===== config.mk =====
export PLATFORM = sky130hd
export DESIGN_NAME = program_loader
export DESIGN_NICKNAME = d
export VERILOG_FILES = /design/src/rtl/loader_pkg.sv /design/src/rtl/loader_csum.sv /design/src/rtl/program_loader.sv
export SDC_FILE = /design/constraint.sdc
export NUM_CORES = 1
export LEC_CHECK = 0
export BUFFER_PORTS_ARGS = -buffer_cell sky130_fd_sc_hd__buf_4
export CAP_MARGIN = 40
export CORE_ASPECT_RATIO = 0.7
export CORE_MARGIN = 2
export CORE_UTILIZATION = 45
export DETAILED_ROUTE_END_ITERATION = 12
export PLACE_DENSITY = 0.66
export SLEW_MARGIN = 10
export SYNTH_ARGS = -nofsm -noshare
export SYNTH_HDL_FRONTEND = slang
export SYNTH_SLANG_ARGS = --single-unit

===== constraint.sdc =====
create_clock -name clock -period 2.4 [get_ports clock]
set_input_delay 0.48 -clock clock [delete_from_list [all_inputs] [get_ports clock]]
set_output_delay 0.48 -clock clock [all_outputs]
set_load 0.1 [all_outputs]

===== src/rtl/loader_pkg.sv =====
// Shared constants for the program loader: widths, frame header byte, FSM encodings
// and the memory write payload.
package loader_pkg;

   localparam int unsigned ADDR_W    = 6;
   localparam int unsigned DATA_W    = 12;
   localparam int unsigned BYTE_W    = 8;
   localparam int unsigned CNT_W     = 7;
   localparam int unsigned MAX_WORDS = 64;

   localparam logic [BYTE_W-1:0] SYNC_BYTE = 8'hA5;

   localparam logic [2:0] ST_IDLE  = 3'd0;
   localparam logic [2:0] ST_ADDR  = 3'd1;
   localparam logic [2:0] ST_COUNT = 3'd2;
   localparam logic [2:0] ST_HI    = 3'd3;
   localparam logic [2:0] ST_LO    = 3'd4;
   localparam logic [2:0] ST_CSUM  = 3'd5;
   localparam logic [2:0] ST_DONE  = 3'd6;
   localparam logic [2:0] ST_ERR   = 3'd7;

   typedef struct packed {
      logic [ADDR_W-1:0] addr;
      logic [DATA_W-1:0] data;
   } mem_wr_t;

endpackage


===== src/rtl/loader_csum.sv =====
// Running XOR of frame bytes; cleared when a new frame header is accepted.
module loader_csum
   import loader_pkg::*;
(
   input  logic              clock,
   input  logic              reset_n,
   input  logic              clr,
   input  logic              upd,
   input  logic [BYTE_W-1:0] data,
   output logic [BYTE_W-1:0] sum
);

   always_ff @(posedge clock or negedge reset_n) begin
      if (!reset_n) begin
         sum <= '0;
      end else if (clr) begin
         sum <= '0;
      end else if (upd) begin
         sum <= sum ^ data;
      end
   end

endmodule


===== src/rtl/program_loader.sv =====
// Byte-stream frame loader: assembles 12-bit words into program memory, then starts the CPU.
// Optional trailing checksum byte enabled by LOADER_CHECKSUM_EN.
module program_loader
   import loader_pkg::*;
(
   input  logic              clock,
   input  logic              reset_n,
   input  logic              rx_valid,
   input  logic [BYTE_W-1:0] rx_data,
   output logic              rx_ready,
   output logic              mem_we,
   output logic [ADDR_W-1:0] mem_addr,
   output logic [DATA_W-1:0] mem_wdata,
   output logic              busy,
   output logic              cpu_start,
   output logic [ADDR_W-1:0] start_pc,
   output logic              error
);

   logic [2:0]        state, state_n;
   logic [ADDR_W-1:0] base_addr, base_n;
   logic [ADDR_W-1:0] cur_addr, cur_n;
   logic [CNT_W-1:0]  rem, rem_n;
   logic [3:0]        hi, hi_n;
   mem_wr_t           wr_q, wr_n;
   logic              we_n, ready_n, busy_n, start_n, error_n;
   logic [ADDR_W-1:0] pc_n;
   logic              accept;
   logic [2:0]        last_word_st;

   assign accept    = rx_valid && rx_ready;
   assign mem_addr  = wr_q.addr;
   assign mem_wdata = wr_q.data;

`ifdef LOADER_CHECKSUM_EN
   logic              csum_clr, csum_upd;
   logic [BYTE_W-1:0] csum;

   assign last_word_st = ST_CSUM;
   assign csum_clr = accept && (rx_data == SYNC_BYTE) && (state == ST_IDLE || state == ST_ERR);
   assign csum_upd = accept && (state == ST_ADDR || state == ST_COUNT ||
                                state == ST_HI   || state == ST_LO);

   loader_csum u_csum (
      .clock   (clock),
      .reset_n (reset_n),
      .clr     (csum_clr),
      .upd     (csum_upd),
      .data    (rx_data),
      .sum     (csum)
   );
`else
   assign last_word_st = ST_DONE;
`endif

   // Next-state and next-output logic
   always_comb begin
      state_n = state;
      base_n  = base_addr;
      cur_n   = cur_addr;
      rem_n   = rem;
      hi_n    = hi;
      wr_n    = wr_q;
      we_n    = 1'b0;
      pc_n    = start_pc;
      case (state)
         ST_IDLE, ST_ERR: begin
            if (accept && rx_data == SYNC_BYTE) state_n = ST_ADDR;
         end
         ST_ADDR: begin
            if (accept) begin
               base_n  = rx_data[ADDR_W-1:0];
               cur_n   = rx_data[ADDR_W-1:0];
               state_n = ST_COUNT;
            end
         end
         ST_COUNT: begin
            if (accept) begin
               if (rx_data == 8'd0 || rx_data > BYTE_W'(MAX_WORDS)) begin
                  state_n = ST_ERR;
               end else begin
                  rem_n   = CNT_W'(rx_data);
                  state_n = ST_HI;
               end
            end
         end
         ST_HI: begin
            if (accept) begin
               hi_n    = rx_data[3:0];
               state_n = ST_LO;
            end
         end
         ST_LO: begin
            if (accept) begin
               we_n      = 1'b1;
               wr_n.addr = cur_addr;
               wr_n.data = {hi, rx_data};
               cur_n     = cur_addr + ADDR_W'(1);
               rem_n     = rem - CNT_W'(1);
               state_n   = (rem == CNT_W'(1)) ? last_word_st : ST_HI;
            end
         end
`ifdef LOADER_CHECKSUM_EN
         ST_CSUM: begin
            if (accept) state_n = (rx_data == csum) ? ST_DONE : ST_ERR;
         end
`endif
         ST_DONE: state_n = ST_IDLE;
         default: state_n = ST_IDLE;
      endcase

      ready_n = (state_n != ST_DONE);
      busy_n  = (state_n == ST_ADDR) || (state_n == ST_COUNT) || (state_n == ST_HI) ||
                (state_n == ST_LO)   || (state_n == ST_CSUM);
      start_n = (state_n == ST_DONE);
      error_n = (state_n == ST_ERR);
      if (state_n == ST_DONE) pc_n = base_n;
   end

   always_ff @(posedge clock or negedge reset_n) begin
      if (!reset_n) begin
         state     <= ST_IDLE;
         base_addr <= '0;
         cur_addr  <= '0;
         rem       <= '0;
         hi        <= '0;
         wr_q      <= '0;
         mem_we    <= 1'b0;
         rx_ready  <= 1'b1;
         busy      <= 1'b0;
         cpu_start <= 1'b0;
         start_pc  <= '0;
         error     <= 1'b0;
      end else begin
         state     <= state_n;
         base_addr <= base_n;
         cur_addr  <= cur_n;
         rem       <= rem_n;
         hi        <= hi_n;
         wr_q      <= wr_n;
         mem_we    <= we_n;
         rx_ready  <= ready_n;
         busy      <= busy_n;
         cpu_start <= start_n;
         start_pc  <= pc_n;
         error     <= error_n;
      end
   end

endmodule


==> impl_summary.log <==
[metrics] outcome: finished, final reports clean
[metrics] Post-CTS Repair Setup Buffers: 0
[metrics] remaining number of nets flagged by the antenna check after routing: 0
[metrics] async set-reset flop share out of synthesis: 1.00
[metrics] most numerous cell types in the synthesized netlist: dfrtp_1, nand2_1, mux2_2
[metrics] DIE HEIGHT: 67.9 microns
[metrics] GRT Total Usage: 0.209
[metrics] Hold Violations, Final: 0
[metrics] maximum number of pins on one net before global-route repair: 56
[metrics] buffers from clock root to sink, at most: 2
[metrics] weighted congestion reported at the end of routability-driven placement: 0.838
[metrics] layout cells sized above 1: 0.373
[metrics] total overflow reported by the global router: 0
[metrics] initial detailed-routing violation count: 92
[metrics] Chip Width: 95.3 microns
[metrics] number of standard-cell rows in the floorplan: 23
[metrics] worst min path class: in -> async
[metrics] worst reg2reg path depth: 8
[metrics] most frequent cell after synthesis: dfrtp_1
[metrics] minimum clock period after layout: 2270 ps
[metrics] number of distinct library cells after synthesis: 41
[metrics] Sink Count: 55
[metrics] Reg2Reg Capture Point: start_pc[5]
[metrics] CTS HTree Levels: 2
[metrics] number of fillers in the final layout: 480
[metrics] Highest Clock Rate: 0.441 GHz
[metrics] Maximum Capacitance Violations: 0
[metrics] mean routed wirelength per cell: 15.7 microns
[metrics] Die Footprint: 6470 sq um
[metrics] RSZ-0062 raised after global routing: false
[metrics] antenna violations before repair: 0
[metrics] wire length reported by the detailed router: 6030 microns
[metrics] cts hold-fix bufs: 0
[metrics] DR vias: 2055
[metrics] setup violation total in the final timing report: 0
[metrics] first-pass iteration count of the detailed router: 4
[metrics] Core Area: 5670 sq um
[metrics] CP Data Arrival Time: 2470 ps
[metrics] worst slew slack as a fraction of its limit: 0.554
[metrics] clock-pin transition on the worst setup and hold timing paths: 100 ps
[metrics] maximum fanout count along the critical path: 8
[metrics] FF-to-FF Start: rx_ready
[metrics] most area-hungry cell type in the Yosys netlist: dfrtp_1
[metrics] io pins: 40
[metrics] global-route wire length before repair: 10100 microns
[metrics] final total negative setup slack: 0 ps
[metrics] post-detailed-placement half-perimeter wirelength: 4440 microns
[metrics] required time at the worst-slack endpoint: 2600 ps
[metrics] Post-Synthesis Net Count: 252
[metrics] flip-flop cell with the highest count after synthesis: dfrtp_1
[metrics] share of the clock period used by the worst path: 0.945
[metrics] final clock skew: 8.28 ps
[metrics] CTS buffer count: 5
[metrics] Vias/cell: 5.37
[metrics] count of final max-slew check failures: 0
[metrics] transition time at the pin with the least slew margin: 668 ps
[metrics] Synth warnings: 0
[metrics] count of nets after finishing: 321
[metrics] port buffer count: 39
[metrics] pre-CTS worst setup slack: -175 ps
[metrics] post-synth top area share: 0.515
[metrics] endpoint kind of the worst setup timing path: flop
[metrics] sequential area share after synthesis: 0.525
[metrics] CTS tree: built
[metrics] Syn-to-layout area delta: 26.8%
[metrics] clock latency of the later-clocked register in the worst-skew pair: 310 ps
[metrics] post-synthesis area per instance: 11.0 sq um
[metrics] count of state elements after synthesis: 55
[metrics] via count of the first global-routing pass: 2008
[metrics] DRC errors left: 0
[metrics] FF-to-FF setup slack: 180 ps
[metrics] number of cells upsized or downsized after cts: 0
[metrics] synthesized instance count: 238
[metrics] CP startpoint kind: primary input
[metrics] core occupancy in the finished layout: 0.587
[metrics] clock root buffer master: clkbuf_8
[metrics] critical path class: in -> reg
[metrics] initial cell density of the core: 0.463
[metrics] antenna fix cells: 0
[metrics] Post-synth EDFFs: 0
[metrics] largest cells by area after synthesis: dfrtp_1, mux2_2, nand2_1
[metrics] post-route setup slack: 131 ps
[metrics] area of the mapped netlist: 2620 sq um
[placed cells by master, fill, tap and decap left out, types with 2 or more instances in the layout]
| cell | count |
|---|---|
| nand4b_1 | 4 |
| clkbuf_8 | 6 |
| mux2i_1 | 3 |
| nand3_1 | 9 |
| a21oi_1 | 14 |
| a31oi_1 | 5 |
| nand2b_1 | 2 |
| o22ai_1 | 2 |
| nor2_1 | 12 |
| or3_1 | 2 |
| inv_1 | 8 |
| mux2_2 | 30 |
| o21a_1 | 4 |
| ha_1 | 3 |
| o2bb2ai_1 | 5 |
| nor3_1 | 9 |
| a21o_1 | 2 |
| o21ai_0 | 6 |
| dfrtp_1 | 54 |
| buf_4 | 69 |
| o31ai_1 | 2 |
| nand2_1 | 35 |
[worst max path at each step]
| stage | start | to | depth (start not counted) |
|---|---|---|---|
| floorplan | rx_data[2] | start_pc[0] | 5 |
| global placement | rx_data[2] | start_pc[3] | 8 |
| detailed placement | rx_data[2] | start_pc[0] | 8 |
| CTS | rx_data[2] | start_pc[5] | 8 |
| global route | rx_ready | start_pc[1] | 8 |
| finish | rx_data[2] | start_pc[5] | 8 |
[critical path: stages]
cell,delay [ps]
buf_4,120
or4_4,560
nor4b_4,260
nor4_2,90
buf_4,150
o311ai_4,320
buf_12,160
mux2_2,320
[cell type report]
cell class	instances	area, sq um	area share
flip-flops and latches	55	1380	0.415
multi-input cells	167	1190	0.356
repair buffers	70	538	0.162
well taps	75	93.8	0.0282
clock buffers	6	82.6	0.0248
inverters	8	30.0	0.00902
clock inverters	2	16.3	0.00489
[flip-flops by register name (all words and copies together), names as in the netlist]
signal     flops
mem_wdata     12
rem            7
base_addr      6
cur_addr       6
mem_addr       6
start_pc       6
hi             4
state          3
busy           1
cpu_start      1
error          1
mem_we         1
rx_ready       1
[layer usage]
metal | wire, microns | track usage | part of all wire
met1 | 3000 | 0.313 | 0.50
met2 | 2650 | 0.303 | 0.44
met3 | 330 | 0.0518 | 0.055
met4 | 47 | 0.0562 | 0.0078
met5 | 0 | 0 | 0
[stage by stage]
stage / area [sq um] / hold WS (ps) / std cells
after CTS: 3330 / 226 / 383
after floorplan: 2630 / 184 / 238
after global placement: 3230 / 451 / 375
after global routing: 3330 / 249 / 383
final: 3330 / 188 / 383
after detailed placement: 3230 / 465 / 375
[cell families after synthesis]
kind of cell,count (synthesis),synth area share
AO/OA/AOI/OAI,49,0.138
buffers and inverters,16,0.0229
multiplexers,33,0.140
flip-flops,55,0.525
XOR/XNOR,1,0.00334
AND/OR/NAND/NOR,81,0.156
adder cells (fa/ha/maj),3,0.0143
Power is not shown: default switching activity piles up to over one toggle a cycle in this logic, so the estimate is an artifact.
